## config.mk

```make
export PLATFORM = sky130hd
export DESIGN_NAME = serial_adder
export DESIGN_NICKNAME = d
export VERILOG_FILES = /design/src/rtl/serial_adder.sv
export SDC_FILE = /design/constraint.sdc
export NUM_CORES = 1
export LEC_CHECK = 0
export CORE_ASPECT_RATIO = 1.2
export CORE_UTILIZATION = 40
export CTS_BUF_LIST = sky130_fd_sc_hd__clkbuf_8
export DETAILED_ROUTE_END_ITERATION = 12
export GPL_TIMING_DRIVEN = 1
export PLACE_DENSITY = 0.65
export REMOVE_ABC_BUFFERS = 1
export SYNTH_ARGS = -nofsm -noshare
export SYNTH_HDL_FRONTEND = slang
export SYNTH_SLANG_ARGS = --single-unit
```

## constraint.sdc

```tcl
create_clock -name clk -period 1.5 [get_ports clk]
set_input_delay 0.3 -clock clk [delete_from_list [all_inputs] [get_ports clk]]
set_output_delay 0.3 -clock clk [all_outputs]
set_load 0.05 [all_outputs]
```

## src/rtl/serial_adder.sv

```systemverilog
// -----------------------------------------------------------------------------
// serial_adder
//
// Multi-cycle unsigned adder. It computes a + b + cin over WIDTH/DIGIT clock
// cycles and adds DIGIT bits per cycle. A carry flop links each digit to the
// next one. The design is area-lean and suits control-path arithmetic where
// latency is acceptable.
//
// Parameters
//   WIDTH  operand/result width (>= 2)
//   DIGIT  bits added per cycle; must divide WIDTH exactly
//
// Ports
//   clk    in   rising-edge clock
//   rst_n  in   asynchronous active-low reset
//   start  in   begin an addition (ignored while busy)
//   a, b   in   WIDTH-bit operands, captured when start is accepted
//   cin    in   carry-in, captured when start is accepted
//   busy   out  high while an addition is in progress
//   done   out  one-cycle pulse when sum/cout are updated
//   sum    out  registered result, holds until the next completion
//   cout   out  registered carry-out (bit WIDTH of the exact sum)
//   ovf    out  signed overflow flag; present only when SERIAL_ADDER_OVF_EN
//                is defined
//
// Optional feature macro: SERIAL_ADDER_OVF_EN
// -----------------------------------------------------------------------------
module serial_adder #(
  parameter int WIDTH = 8,
  parameter int DIGIT = 1
) (
  input  logic             clk,
  input  logic             rst_n,
  input  logic             start,
  input  logic [WIDTH-1:0] a,
  input  logic [WIDTH-1:0] b,
  input  logic             cin,
  output logic             busy,
  output logic             done,
  output logic [WIDTH-1:0] sum,
  output logic             cout
`ifdef SERIAL_ADDER_OVF_EN
  ,
  output logic             ovf
`endif
);

  localparam int CYCLES = WIDTH / DIGIT;
  localparam int CNT_W  = (CYCLES > 1) ? $clog2(CYCLES) : 1;

  if (DIGIT < 1 || WIDTH < 2 || (WIDTH % DIGIT) != 0) begin : g_bad_param
    $error("serial_adder: DIGIT must be >= 1 and divide WIDTH, WIDTH must be >= 2");
  end

  typedef enum logic [1:0] {IDLE, RUN, DONE} state_e;

  state_e           state_q;
  logic [WIDTH-1:0] a_q, b_q, acc_q, sum_q;
  logic             carry_q, cout_q, busy_q, done_q;
  logic [CNT_W-1:0] cnt_q;

  // Digit datapath. Each bit is a full adder built from two half adders.
  // Bit 0 takes its carry-in from the carry flop.
  logic [DIGIT-1:0] digit_sum;
  logic [DIGIT:0]   chain;
  logic [WIDTH-1:0] acc_d;
  logic             carry_d;
  logic             last_digit;

  // NOTE: every variable written in an always_comb gets a value before any
  // conditional logic. Without that default the tool infers a latch.
  always_comb begin
    chain     = '0;
    digit_sum = '0;
    chain[0]  = carry_q;
    for (int i = 0; i < DIGIT; i++) begin
      logic hs;                            // first half adder: a ^ b
      hs           = a_q[i] ^ b_q[i];
      digit_sum[i] = hs ^ chain[i];        // second half adder adds the carry
      chain[i+1]   = (a_q[i] & b_q[i]) | (hs & chain[i]);
    end
    carry_d    = chain[DIGIT];
    // The accumulator fills from the MSB side. After CYCLES digits the first
    // digit has reached bit 0.
    acc_d      = (acc_q >> DIGIT) | (WIDTH'(digit_sum) << (WIDTH - DIGIT));
    last_digit = (cnt_q == CNT_W'(CYCLES - 1));
  end

`ifdef SERIAL_ADDER_OVF_EN
  // The operand shift registers lose their MSBs during the operation.
  // These flops keep the sign bits of the captured operands.
  logic a_msb_q, b_msb_q, ovf_q;
`endif

  // NOTE: sequential state uses non-blocking assignments. All flops then
  // update together from values taken before the edge, with no order effects.
  always_ff @(posedge clk or negedge rst_n) begin
    if (!rst_n) begin
      state_q <= IDLE;
      a_q     <= '0;
      b_q     <= '0;
      acc_q   <= '0;
      sum_q   <= '0;
      carry_q <= 1'b0;
      cout_q  <= 1'b0;
      busy_q  <= 1'b0;
      done_q  <= 1'b0;
      cnt_q   <= '0;
`ifdef SERIAL_ADDER_OVF_EN
      a_msb_q <= 1'b0;
      b_msb_q <= 1'b0;
      ovf_q   <= 1'b0;
`endif
    end else begin
      case (state_q)
        // DONE accepts start exactly like IDLE, which allows back-to-back ops.
        IDLE, DONE: begin
          done_q <= 1'b0;
          if (start) begin
            a_q     <= a;
            b_q     <= b;
            carry_q <= cin;
            acc_q   <= '0;
            cnt_q   <= '0;
            busy_q  <= 1'b1;
            state_q <= RUN;
`ifdef SERIAL_ADDER_OVF_EN
            a_msb_q <= a[WIDTH-1];
            b_msb_q <= b[WIDTH-1];
`endif
          end else begin
            state_q <= IDLE;
          end
        end
        RUN: begin
          a_q     <= a_q >> DIGIT;
          b_q     <= b_q >> DIGIT;
          carry_q <= carry_d;
          acc_q   <= acc_d;
          cnt_q   <= cnt_q + CNT_W'(1);
          if (last_digit) begin
            sum_q   <= acc_d;
            cout_q  <= carry_d;
            busy_q  <= 1'b0;
            done_q  <= 1'b1;
            state_q <= DONE;
`ifdef SERIAL_ADDER_OVF_EN
            ovf_q   <= (a_msb_q == b_msb_q) && (acc_d[WIDTH-1] != a_msb_q);
`endif
          end
        end
        default: state_q <= IDLE;
      endcase
    end
  end

  assign busy = busy_q;
  assign done = done_q;
  assign sum  = sum_q;
  assign cout = cout_q;
`ifdef SERIAL_ADDER_OVF_EN
  assign ovf  = ovf_q;
`endif

endmodule

```

==> impl_results.md <==
- Placer Congestion: 0.735
- DRT antenna net count: 0
- Root Buffer: clkbuf_8
- Hold_buf cts: 0
- GR Util All Layers: 0.161
- Crit end category: register
- Post-Route Setup TNS: 0 ns
- DP Wirelength: 2410 microns
- Synth unique cells: 28
- Pin count of the biggest net entering global routing: 41
- Crit-path max FO: 2
- Ant. Diodes: 0
- Final setup fails: 0
- Synth Cell Area: 1840 sq um
- Post-Syn Area per Cell: 12.1 sq um
- Worst path cell trace: ha_1 -> ha_2 -> mux2_2 -> a22o_1
- Unrepaired setup endpoints after global routing: false
- Crit share post-route: 0.955
- CP Class: register to register
- CTS tree: yes
- Die Ht: 76.2 microns
- Num ports: 31
- WP data required: 1.68 ns
- Fraction of layout cells with a size suffix above 1: 0.267
- Initial antenna violation count: 0
- Die X: 63.8 microns
- CP max-delay cell: dfrtp_1
- Synth top area share: 0.545
- Mapped Cells: 152
- Max_cap viols: 0
- Final Skew: 0.00606 ns
- Yosys warnings: 0
- Worst EP arrival: 1.61 ns
- CTS clk-pin slew, worst paths: 0.08 ns
- Area contributors post-synth: dfrtp_1 (55%), mux2_2 (10%), a22o_1 (5.2%), mux2i_1 (4.4%), nor2b_1 (3.1%)
- Worst R2R Path Depth: 4
- Area Overhead vs Synth: 34.0%
- Sink Count: 40
- Inserted Clock Buffers: 5
- Status: finished, final reports clean
- Max Freq: 0.698 GHz
- Clock buffer depth: 2
- Relative slew margins: 0.670
- Worst Setup Start Kind: register
- Via Count: 1290
- # DRC: 0
- DR iter-0 viols: 60
- Core box area: 4330 sq um
- Die area: 4860 sq um
- Per-cell routed wire length: 14.1 microns
- CP bufs+invs: 0
- Row cnt: 26
- Leakage: 1.08 nW
- 1st-pass router iterations: 4
- Fin. max-slew vios: 0
- Worst skew pair latency: 0.29 ns
- Inst Count DP: 237
- Min Tclk post-route: 1.43 ns
- First-pass GRT wire length: 6130 microns
- Vias in the first global route: 1356
- Worst-Margin Slew: 0.495 ns
- Min-Delay Path Class: primary input to asynchronous set/reset pin
- I/O Buffers: 30
- VDD IR max: 1.35 mV
- Layout Cells excl Fill: 247
- Initial core utilization: 0.424
- Drt total wl: 3490 microns
- Worst reg2reg startpoint: cnt_q[0]
- #FFs+latches synth: 40
- Total number of H-tree levels: 2
- Critical path's top delay family: adder cells
- Final Hold Fails: 0
- Remaining global-route overflow: 0
- Worst path depth: 4
- Leading area contributor after synthesis: dfrtp_1
- Fin nets: 213
- Power density cells: 2170 nW/um^2
- CP Launch Point: cnt_q[0]
- Post-synthesis sequential area ratio: 0.545
- Routed vias/inst: 5.22
- Slowest stage delay, CP: 0.39 ns
-- flip-flops by register name (all words and copies together), names as in the netlist --
signal	cells
a_q	8
b_q	8
sum	8
acc_q	7
cnt_q	3
state_q	2
busy	1
carry_q	1
cout	1
done	1
-- metrics by stage --
stage / area [sq um] / setup slack [ns] / power [W] / util / hold WS, ns
6_report: 2460 / 0.0680 / 0.00534 / 0.569 / 0.0505
5_1_grt: 2460 / 0.0231 / 0.00567 / 0.569 / 0.0966
4_1_cts: 2440 / 0.0328 / 0.00537 / 0.564 / 0.0691
3_5_place_dp: 2330 / -0.0888 / 0.00449 / 0.538 / 0.388
3_3_place_gp: 2330 / -0.0508 / 0.00439 / 0.538 / 0.385
2_1_floorplan: 1770 / -0.242 / 0.00339 / - / 0.00441
-- worst register-to-register path, stage by stage (launching register included) --
cell and delay (ns):
dfrtp_1 0.39, ha_1 0.20, ha_2 0.25, mux2_2 0.26, a22o_1 0.23
-- power by group --
| group | leakage (nW) | switching (W) | internal, W |
|---|---|---|---|
| sequential | 0.491 | 0.000397 | 0.00157 |
| combinational | 0.530 | 0.00121 | 0.00132 |
| clock | 0.0593 | 0.000362 | 0.000487 |
| total | 1.08 | 0.00197 | 0.00337 |
-- cells by family after synthesis --
logic type,count (synthesis),synth area share
mux,25,0.148
fa+ha+maj,3,0.0245
simple gates,32,0.0913
flops,40,0.545
compound gates,38,0.145
buf+inv,13,0.0416
xor+xnor,1,0.00477
-- cell usage after synthesis --
library cell / instances
buf_4: 3
nand3_1: 2
nand2b_1: 2
a21oi_1: 7
a22oi_1: 1
nor2_1: 8
nor3_1: 7
o22ai_1: 7
mux2i_1: 8
nor2b_1: 9
dfrtp_1: 40
o21ai_0: 3
xnor2_1: 1
nand2_2: 1
buf_2: 6
buf_6: 1
inv_1: 2
clkbuf_2: 1
and2b_1: 1
mux2_2: 17
a22o_1: 11
o21bai_1: 1
nand2_1: 1
nor2_2: 1
o21a_1: 1
fa_1: 1
ha_1: 2
a211oi_1: 7
-- cell usage in the layout, fill, tap and decap left out --
cell type	count
nor2b_1	9
clkbuf_8	5
buf_4	11
o21ai_0	3
and2b_1	1
a22o_1	11
mux2i_1	8
o22ai_1	7
nor2_2	1
mux2_2	17
clkinv_2	1
nand2_4	1
o21a_1	1
dfrtp_1	40
xnor2_1	1
nor3_1	7
nand2_1	1
inv_1	3
nand3_1	2
buf_12	12
a211oi_1	7
a21oi_1	7
o21bai_1	1
bufinv_16	1
a22oi_1	1
nand2b_1	2
nor2_1	8
fa_1	1
buf_2	1
ha_2	1
ha_1	1
clkdlybuf4s50_1	18
-- layout make-up --
type,count,area [sq um]
Multi-Input combinational cell,99,766
Sequential cell,40,1000
Inverter,2,7.51
Clock inverter,3,38.8
Fill cell,360,1870
Tap cell,56,70.1
Clock buffer,5,68.8
Timing Repair Buffer,42,508
-- metal layers --
layer,global-route usage,vias up,share of wire
li1,-,623,-
met1,0.208,632,0.44
met2,0.261,28,0.50
met3,0.0329,7,0.040
met4,0.0682,0,0.016
met5,0,-,0
-- timing repair --
action | CTS | global route
setup buffers | 0 | 2
resized for setup | 1 | 1
setup endpoints to repair | 9 | 6
-- final timing paths --
| check | slack [ns] | endpoint |
|---|---|---|
| max in group asynchronous | 1.09 | sum[2] |
| setup reg to reg | 0.07 | cnt_q[2] |
| hold reg to reg | 0.51 | b_q[7] |
| setup / recovery | 0.07 | cnt_q[2] |
| min in group clk | 0.51 | b_q[7] |
| hold / removal | 0.05 | sum[1] |
(Power assumes the default switching activity.)
